[src/rtl/conv_layer_sched_pkg.sv]
// Shared accelerator definitions: scheduler FSM encoding, default pipeline timing
// and the layout of the control word carried alongside conv results.
package conv_layer_sched_pkg;

    typedef enum logic [2:0] {
        ST_IDLE,
        ST_CLR,
        ST_STREAM,
        ST_DRAIN,
        ST_NEXT,
        ST_DONE
    } state_t;

    localparam int CONV_LAT_DEFAULT = 4;
    localparam int CLR_CYC_DEFAULT  = 2;

    // Control word bit positions: valid, first input channel, last input channel.
    localparam int CTRL_W     = 3;
    localparam int CTRL_VALID = 2;
    localparam int CTRL_FIRST = 1;
    localparam int CTRL_LAST  = 0;

    function automatic int max_int(input int a, input int b);
        return (a > b) ? a : b;
    endfunction

endpackage

[src/rtl/ctrl_delay_line.sv]
// Fixed-depth shift register that keeps control flags aligned with the conv
// pipeline latency; cleared by the layer reset.
module ctrl_delay_line #(
    parameter int DEPTH = 4,
    parameter int WIDTH = 3
) (
    input  logic             clk,
    input  logic             rst_n,
    input  logic [WIDTH-1:0] din,
    output logic [WIDTH-1:0] dout
);

    logic [WIDTH-1:0] stage_reg [DEPTH];

    genvar gi;
    generate
        for (gi = 0; gi < DEPTH; gi++) begin : g_stage
            if (gi == 0) begin : g_head
                always_ff @(posedge clk) begin
                    if (!rst_n) stage_reg[gi] <= '0;
                    else        stage_reg[gi] <= din;
                end
            end else begin : g_tail
                always_ff @(posedge clk) begin
                    if (!rst_n) stage_reg[gi] <= '0;
                    else        stage_reg[gi] <= stage_reg[gi-1];
                end
            end
        end
    endgenerate

    assign dout = stage_reg[DEPTH-1];

endmodule

[src/rtl/conv_layer_sched.sv]
// Convolution layer scheduler: walks every (in_ch, out_ch) pass, clearing the
// line buffers, streaming pixels and draining the conv pipeline before moving on.
module conv_layer_sched
    import conv_layer_sched_pkg::*;
#(
    parameter int PIX_W    = 16,
    parameter int CH_W     = 8,
    parameter int CONV_LAT = CONV_LAT_DEFAULT,
    parameter int CLR_CYC  = CLR_CYC_DEFAULT
) (
    input  logic            clk,
    input  logic            rst_n,
    input  logic            start,
    input  logic [PIX_W-1:0] cfg_pixels,
    input  logic [CH_W-1:0] cfg_in_ch,
    input  logic [CH_W-1:0] cfg_out_ch,
    input  logic            pix_valid,
    output logic            busy,
    output logic            rst_n_conv,
    output logic            valid_in_conv,
    output logic            valid_in_accu,
    output logic            accu_first,
    output logic            valid_in_maxpool,
    output logic [CH_W-1:0] in_ch_idx,
    output logic [CH_W-1:0] out_ch_idx,
    output logic            task_over
);

    localparam int PH_W = $clog2(max_int(CONV_LAT, CLR_CYC) + 1);

    state_t           state_reg, state_next;
    logic [PIX_W-1:0] pix_cnt_reg, pix_cnt_next;
    logic [PH_W-1:0]  ph_cnt_reg, ph_cnt_next;
    logic [CH_W-1:0]  in_ch_reg, in_ch_next;
    logic [CH_W-1:0]  out_ch_reg, out_ch_next;
    logic [PIX_W-1:0] cfg_pixels_reg;
    logic [CH_W-1:0]  cfg_in_ch_reg, cfg_out_ch_reg;
    logic             cfg_load;
    logic             rst_n_conv_reg;
    logic             in_last, out_last;
    logic [CTRL_W-1:0] ctrl_in, ctrl_out;

    assign in_last  = (in_ch_reg  == cfg_in_ch_reg  - CH_W'(1));
    assign out_last = (out_ch_reg == cfg_out_ch_reg - CH_W'(1));

    always_comb begin
        state_next   = state_reg;
        pix_cnt_next = pix_cnt_reg;
        ph_cnt_next  = ph_cnt_reg;
        in_ch_next   = in_ch_reg;
        out_ch_next  = out_ch_reg;
        cfg_load     = 1'b0;
        case (state_reg)
            ST_IDLE: begin
                if (start) begin
                    cfg_load     = 1'b1;
                    pix_cnt_next = '0;
                    ph_cnt_next  = '0;
                    in_ch_next   = '0;
                    out_ch_next  = '0;
                    // A degenerate layer completes without touching the datapath.
                    if (cfg_pixels == '0 || cfg_in_ch == '0 || cfg_out_ch == '0)
                        state_next = ST_DONE;
                    else
                        state_next = ST_CLR;
                end
            end
            ST_CLR: begin
                if (ph_cnt_reg == PH_W'(CLR_CYC - 1)) begin
                    ph_cnt_next = '0;
                    state_next  = ST_STREAM;
                end else begin
                    ph_cnt_next = ph_cnt_reg + PH_W'(1);
                end
            end
            ST_STREAM: begin
                if (pix_valid) begin
                    if (pix_cnt_reg == cfg_pixels_reg - PIX_W'(1)) begin
                        pix_cnt_next = '0;
                        state_next   = ST_DRAIN;
                    end else begin
                        pix_cnt_next = pix_cnt_reg + PIX_W'(1);
                    end
                end
            end
            ST_DRAIN: begin
                if (ph_cnt_reg == PH_W'(CONV_LAT - 1)) begin
                    ph_cnt_next = '0;
                    state_next  = ST_NEXT;
                end else begin
                    ph_cnt_next = ph_cnt_reg + PH_W'(1);
                end
            end
            ST_NEXT: begin
                if (in_last) begin
                    in_ch_next = '0;
                    if (out_last) begin
                        state_next = ST_DONE;
                    end else begin
                        out_ch_next = out_ch_reg + CH_W'(1);
                        state_next  = ST_CLR;
                    end
                end else begin
                    in_ch_next = in_ch_reg + CH_W'(1);
                    state_next = ST_CLR;
                end
            end
            ST_DONE: state_next = ST_IDLE;
            default: state_next = ST_IDLE;
        endcase
    end

    always_ff @(posedge clk) begin
        if (!rst_n) begin
            state_reg      <= ST_IDLE;
            pix_cnt_reg    <= '0;
            ph_cnt_reg     <= '0;
            in_ch_reg      <= '0;
            out_ch_reg     <= '0;
            cfg_pixels_reg <= '0;
            cfg_in_ch_reg  <= '0;
            cfg_out_ch_reg <= '0;
            rst_n_conv_reg <= 1'b0;
        end else begin
            state_reg      <= state_next;
            pix_cnt_reg    <= pix_cnt_next;
            ph_cnt_reg     <= ph_cnt_next;
            in_ch_reg      <= in_ch_next;
            out_ch_reg     <= out_ch_next;
            // Registered from the next state so the clear is glitch-free and low exactly while in CLR.
            rst_n_conv_reg <= (state_next != ST_CLR);
            if (cfg_load) begin
                cfg_pixels_reg <= cfg_pixels;
                cfg_in_ch_reg  <= cfg_in_ch;
                cfg_out_ch_reg <= cfg_out_ch;
            end
        end
    end

    assign valid_in_conv = (state_reg == ST_STREAM) && pix_valid;

    assign ctrl_in[CTRL_VALID] = valid_in_conv;
    assign ctrl_in[CTRL_FIRST] = valid_in_conv && (in_ch_reg == '0);
    assign ctrl_in[CTRL_LAST]  = valid_in_conv && in_last;

    ctrl_delay_line #(
        .DEPTH (CONV_LAT),
        .WIDTH (CTRL_W)
    ) u_delay (
        .clk   (clk),
        .rst_n (rst_n),
        .din   (ctrl_in),
        .dout  (ctrl_out)
    );

    assign valid_in_accu    = ctrl_out[CTRL_VALID];
    assign accu_first       = ctrl_out[CTRL_FIRST];
    assign valid_in_maxpool = ctrl_out[CTRL_LAST];

    assign busy       = (state_reg != ST_IDLE);
    assign task_over  = (state_reg == ST_DONE);
    assign rst_n_conv = rst_n_conv_reg;
    assign in_ch_idx  = in_ch_reg;
    assign out_ch_idx = out_ch_reg;

endmodule
[config.mk]
export PLATFORM = sky130hd
export DESIGN_NAME = conv_layer_sched
export DESIGN_NICKNAME = d
export VERILOG_FILES = /design/src/rtl/conv_layer_sched_pkg.sv /design/src/rtl/ctrl_delay_line.sv /design/src/rtl/conv_layer_sched.sv
export SDC_FILE = /design/constraint.sdc
export NUM_CORES = 1
export LEC_CHECK = 0
export BUFFER_PORTS_ARGS = -buffer_cell sky130_fd_sc_hd__buf_2
export CORE_MARGIN = 2
export CORE_UTILIZATION = 48
export CTS_CLUSTER_DIAMETER = 60
export DETAILED_ROUTE_END_ITERATION = 6
export MAX_ROUTING_LAYER = met4
export PLACE_DENSITY = 0.74
export SLEW_MARGIN = 20
export SYNTH_ARGS = -nofsm -noshare
export SYNTH_HDL_FRONTEND = slang
export SYNTH_HIERARCHICAL = 1
export SYNTH_SLANG_ARGS = --single-unit
[constraint.sdc]
create_clock -name clk -period 3.4 [get_ports clk]
set_input_delay 0.68 -clock clk [delete_from_list [all_inputs] [get_ports clk]]
set_output_delay 0.68 -clock clk [all_outputs]
set_load 0.005 [all_outputs]
# [Yosys cells after proc, flatten, opt, wreduce, memory -nomap -nowiden]
# Memory sizes are Yosys's and may differ from the RTL's.
# Cells that the tools add are included.
[word_totals] register_bits=71 mem_bits_rw=12 out_inout_bits=23 elab_cells=85 n_memories=1
[op_classes] addsub=7 eq_ne=15 muxes=31 bitwise_logic=4 reduce_logical=18
[mem_list] name="u_delay.stage_reg" words=4 width=3 rd=4 rd_clocked_by_memory_dff=0 wr=4 line="ctrl_delay_line.sv:13" text="logic [WIDTH-1:0] stage_reg [DEPTH];"
[op_table] operator="two-way mux 16 bit" n=3
[op_table] operator="two-way mux 3 bit" n=15
[op_table] operator="two-way mux 8 bit" n=4
[op_table] operator="one-hot mux 16 bit (2 select lines)" n=1
[op_table] operator="one-hot mux 8 bit (2 select lines)" n=2
[op_table] operator="zero test 8 bit" n=3
[op_table] operator="adder 16 x 1 -> 16 bit, second input constant" n=1
[op_table] operator="adder 8 x 1 -> 8 bit, second input constant" n=2
[op_table] operator="equality test 16 bit" n=1
[op_table] operator="equality test 8 bit" n=2
[op_table] operator="zero test 16 bit" n=1
[op_table] operator="subtractor 16 x 1 -> 16 bit, second input constant" n=1
[op_table] operator="subtractor 8 x 1 -> 8 bit, second input constant" n=2
[op_table] operator="one-hot mux 3 bit (5 select lines)" n=1
[op_table] operator="equality test 3 x 2 -> 1 bit, second input constant" n=3
[op_table] operator="one-hot mux 3 bit (3 select lines)" n=1
[op_table] operator="inequality test 2 bit, second input constant" n=4
[op_table] operator="equality test 3 x 1 -> 1 bit, second input constant" n=2
[op_table] operator="equality test 3 bit, second input constant" n=2
[op_table] operator="nonzero test 3 bit" n=2
[op_table] operator="two-way mux 1 bit" n=4
[op_table] operator="bitwise OR 1 bit" n=4
[op_table] operator="AND reduction 2 bit" n=2
[op_table] operator="AND reduction 4 bit" n=1
[op_table] operator="other kinds (7)" n=11

# [Logic depth before layout (Yosys ltp)]
[depth] word_depth=7 ltp_mapped=12

# [Cells and area by module]
# Netlist, hierarchy kept.
[modules_own_cells] mod="conv_layer_sched" instances=1 cells_each=556 area_per_inst_um2=4355.4 seq_area_each_um2=1421.4
[modules_own_cells] mod="ctrl_delay_line" instances=1 cells_each=28 area_per_inst_um2=359.1 seq_area_each_um2=240.2

# [Least setup slack after synthesis]
# No wires, ideal clock.
[synth_timing] kind="reg-to-reg" start="reg cfg_pixels_reg[0]" end="reg pix_cnt_reg[9]" arrival_time_ps=2893 t_required_ps=3285 slack_ps=392 path_stages_with_launch=13 n_path_buf=2 cell_sequence="dfxtp_1 -> inv_1 -> ha_1 -> or4b_1 -> buf_2 -> or3_4 -> a2111oi_4 -> nand4_1 -> a2111o_1 -> o211a_1 -> o21ai_4 -> buf_6 -> nor2_1"
[synth_between] elab_chain_cells=5
[synth_rtl] element="from (decl)" line="conv_layer_sched.sv:36" text="logic [PIX_W-1:0] cfg_pixels_reg;"
[synth_rtl] element="from (signal assigned)" line="conv_layer_sched.sv:133" text="cfg_pixels_reg <= cfg_pixels;"
[synth_rtl] element="subtractor 16 x 1 -> 16 bit" line="conv_layer_sched.sv:78" text="if (pix_cnt_reg == cfg_pixels_reg - PIX_W'(1)) begin"
[synth_rtl] element="equality test 16 bit" line="conv_layer_sched.sv:78"
[synth_rtl] element="two-way mux 16 bit" line="conv_layer_sched.sv:78"
[synth_rtl] element="two-way mux 16 bit" line="conv_layer_sched.sv:77" text="if (pix_valid) begin"
[synth_rtl] element="one-hot mux 16 bit (2 select lines)" line="conv_layer_sched.sv:53" text="case (state_reg)"
[synth_rtl] element="to (signal assigned)" line="conv_layer_sched.sv:126" text="pix_cnt_reg <= pix_cnt_next;"
[synth_rtl] element="to (decl)" line="conv_layer_sched.sv:32" text="logic [PIX_W-1:0] pix_cnt_reg, pix_cnt_next;"
# Every way passes these cells. The select of a mux whose other input is x is not followed.
# A chain may end at the register's enable or synchronous reset.

# [Final worst setup path]
[layout_timing] start="reg cfg_pixels_reg[0]" end="reg rst_n_conv_reg (netlist: rst_n_conv)"
[layout_between] elab_chain_cells=6
[layout_rtl] element="subtractor 16 x 1 -> 16 bit" line="conv_layer_sched.sv:78"
[layout_rtl] element="equality test 16 bit" line="conv_layer_sched.sv:78"
[layout_rtl] element="two-way mux 3 bit" line="conv_layer_sched.sv:78"
[layout_rtl] element="two-way mux 3 bit" line="conv_layer_sched.sv:77"
[layout_rtl] element="one-hot mux 3 bit (5 select lines)" line="conv_layer_sched.sv:53"
[layout_rtl] element="inequality test 3 x 1 -> 1 bit" line="conv_layer_sched.sv:131" text="rst_n_conv_reg <= (state_next != ST_CLR);"
[layout_rtl] element="to (signal assigned)" line="conv_layer_sched.sv:131"
[layout_rtl] element="to (decl)" line="conv_layer_sched.sv:39" text="logic rst_n_conv_reg;"
# Every way passes these cells.

==> impl_metrics.json <==
{
  "status": "finished, final reports clean",
  "drv_cap": 0,
  "worstSkewPairLatency_ns": 0.36,
  "leakage_nw": 2.14,
  "routed_wl_um": 11000,
  "post-route-period-util_pct": 93.7,
  "p_clk_share_pct": 38.1,
  "dp_cells": 751,
  "p_comb_share_pct": 15.8,
  "core_um2": 9640,
  "synth_top_family_by_area": "simple AND/OR/NAND/NOR gates",
  "swShare_pct": 26.5,
  "ys_ff_latch": 83,
  "fin_area_um2": 5380,
  "synth_top_area_share_pct": 35.2,
  "dieHeight_um": 103,
  "rsz0062_at_grt": "false",
  "synth_mux_area_share_pct": 0.876,
  "period_minus_slack_ns": 3.18,
  "clk_path_buf_depth": 2,
  "critical_path.endpoint_type": "flip-flop",
  "clk_pin_slew_ns": 0.09,
  "syn_inst": 584,
  "antenna_cells": 0,
  "detailed_place_hpwl_um": 8150,
  "seqPwrFrac_pct": 46.1,
  "synth_xor_area_share_pct": 9.66,
  "grt_pass1_wl_um": 18100,
  "crit_required_ns": 3.65,
  "grt_pass1_vias": 3878,
  "fin_cells": 769,
  "slew_viol_final": 0,
  "seq_area_frac_synth_pct": 35.2,
  "cts_tree": "done",
  "cts_buffers": 9,
  "ys_warn_count": 6,
  "overflow": 0,
  "power.switching_mw": 0.603,
  "yosys.area_share.simple_pct": 30.8,
  "rr_startpoint": "cfg_pixels_reg[0]",
  "cts_sinks": 83,
  "min_path_type": "flip-flop to flip-flop",
  "cp.arrival_ns": 3.43,
  "setup.worst_path.class": "flip-flop to flip-flop",
  "synth_edf_count": 0,
  "synthArstFlopShare_pct": 0,
  "syn_to_final_growth_pct": 14.0,
  "dr_total_vias": 4195,
  "regToRegSetupSlack_ns": 0.22,
  "nNetsFinal": 678,
  "drt_iter0_markers": 172,
  "avgSynthCellArea_um2": 8.07,
  "vdd_drop_max_mv": 0.261,
  "max_stage_delay_ns": 0.52,
  "power_density_nw_per_um2": 423,
  "place.gp.congestion": 0.932,
  "synth_fa_ha_area_share_pct": 2.92,
  "ant_nets": 0,
  "die_x_um": 103,
  "wl_per_cell_um": 14.4,
  "yosys.area.top_type": "dfxtp_1",
  "port_buffers": 58,
  "placed_area_um2": 5080,
  "antenna_found_initial": 0,
  "synth_compound_area_share_pct": 15.9,
  "start_util_pct": 48.9,
  "synth_area_leaders": "dfxtp_1, nand2_1, a21boi_0",
  "finalHoldViolCount": 0,
  "synth_fp_nets": 631,
  "p_total_mw": 2.27,
  "finalSetupViolCount": 0,
  "row_count": 36,
  "setup_tns_ns": 0,
  "path_max_fanout": 5,
  "clock.fmax_ghz": 0.314,
  "fin_skew_ns": 0.0127,
  "yosys.cell_types.count": 66,
  "viasPerCell": 5.46,
  "cp_cell_sequence": "inv_1, ha_2, or4b_4, or4_1, o211ai_1, nor2_1, or3b_1, a2111oi_2, buf_4, a21oi_1, o31a_1",
  "grt_usage_pct": 22.1,
  "syn_area_um2": 4710,
  "drcViolationCount": 0,
  "layout-drive-gt1-share_pct": 17.1,
  "setup.worst_path.start": "cfg_pixels_reg[0]",
  "slowest_stage": "or4b_4",
  "fillers": 922,
  "dieArea_um2": 10600,
  "synthFlopType": "dfxtp_1",
  "min_from": "u_delay/stage_reg[1][1]",
  "cts-root-buf": "clkbuf_8",
  "worst_slew_margin_rel_pct": 54.9,
  "dr.pass1.iters": 4,
  "tightest_slew_ns": 0.677,
  "ctsHtreeMaxLevel": 3,
  "ios": 59,
  "grt_max_degree": 67,
  "critPathLaunchType": "flip-flop",
  "internal_power_mw": 1.67
}
[stage by stage]
stage	setup slack (ns)	hold WS, ns	utilization (%)
floorplan	0.392	0.412	-
global placement	0.106	0.418	52.7
detailed placement	0.0167	0.427	52.7
CTS	0.0644	0.441	55.3
global route	0.0295	0.463	55.8
finish	0.216	0.433	55.8
[power by group through the flow]
stage | Combinational, mW | Sequential, mW | Clock (mW)
CTS | 0.346 | 1.05 | 0.883
detailed placement | 0.342 | 1.07 | 0
global route | 0.400 | 1.05 | 0.918
floorplan | 0.262 | 1.05 | 0
finish | 0.360 | 1.05 | 0.865
global placement | 0.330 | 1.07 | 0
[cell type report]
type / count / area (µm²) / share of cell area [%]
tap: 133 / 166 / 3.10
multi-input combinational: 451 / 2860 / 53.2
sequential: 83 / 1660 / 30.9
clock inverter: 6 / 111 / 2.07
timing repair buffer: 66 / 363 / 6.75
inverter: 20 / 75.1 / 1.40
clock buffer: 10 / 138 / 2.56
[cell usage in the layout (no fill, tap or decap), types with 3 or more instances in the layout]
cell type / netlist / final
nand3b_1: 4 / 4
buf_4: 3 / 7
nand4_1: 9 / 9
and2_1: 10 / 10
dfxtp_1: 83 / 83
xnor2_1: 25 / 25
o21ai_0: 11 / 11
nand3_1: 19 / 19
nor4_1: 14 / 13
nor3_1: 15 / 14
or4_1: 3 / 3
xor2_1: 27 / 27
or2_2: 4 / 4
and2_2: 8 / 8
a21boi_0: 34 / 34
inv_1: 20 / 20
bufinv_16: 0 / 3
a21oi_1: 8 / 8
clkbuf_8: 0 / 10
nor2_1: 45 / 45
a22oi_1: 3 / 3
a31oi_1: 7 / 7
nor3b_1: 5 / 5
mux2i_1: 3 / 3
buf_2: 2 / 58
ha_1: 11 / 10
nand2_1: 102 / 102
nor2b_1: 18 / 18
or3_1: 4 / 4
o211ai_1: 5 / 5
o221a_2: 3 / 3
and3_1: 9 / 9
[critical path: cells and delay by family (launching register included)]
kind / cells / cell delay [ns]
buf+inv: 2 / 0.24
flops: 1 / 0.36
compound gates: 4 / 0.76
simple gates: 4 / 1.52
fa+ha+maj: 1 / 0.22
[timing repair]
item / CTS / global route
endpoints found under the setup margin: 1 / 15
hold buffers: 0 / 0
gates cloned: 0 / 0
pin swaps: 0 / 1
buffers inserted: 0 / 2
resized for setup: 1 / 4
[logic make-up (layout without fill, tap and decap cells)]
family	after synthesis	in the layout
AND/OR/NAND/NOR	286	286
AO/OA/AOI/OAI	98	98
flip-flops	83	83
XOR/XNOR	52	52
buffers and inverters	50	102
adder cells (fa/ha/maj)	11	11
multiplexers	4	4
[metal layers]
metal	track usage (%)	routed length (µm)
met1	27.6	5010
met3	5.02	451
met4	4.15	70
met5	-	0
met2	36.8	5520
[worst paths after layout]
kind,end,cells after the start
setup reg to reg,rst_n_conv,11
hold / removal,u_delay/stage_reg[1][4],1
setup / recovery,rst_n_conv,11
hold reg to reg,u_delay/stage_reg[1][4],1
[cell usage after synthesis (3+ instances only)]
cell / number
clkbuf_1: 21
nand3b_1: 4
nor3_1: 15
ha_1: 11
a21boi_0: 34
o21ai_0: 11
and2_2: 8
nor2_1: 45
or3_1: 4
and2_1: 10
nand2_1: 102
nor3b_1: 5
o211ai_1: 5
nand4_1: 9
nand3_1: 19
a22oi_1: 3
xnor2_1: 25
nor2b_1: 18
nor4_1: 14
xor2_1: 27
o221a_2: 3
mux2i_1: 3
or2_2: 4
and3_1: 9
a21oi_1: 8
dfxtp_1: 83
or4_1: 3
inv_1: 20
buf_4: 3
a31oi_1: 7
No activity file was read; power rests on OpenSTA's default activity.
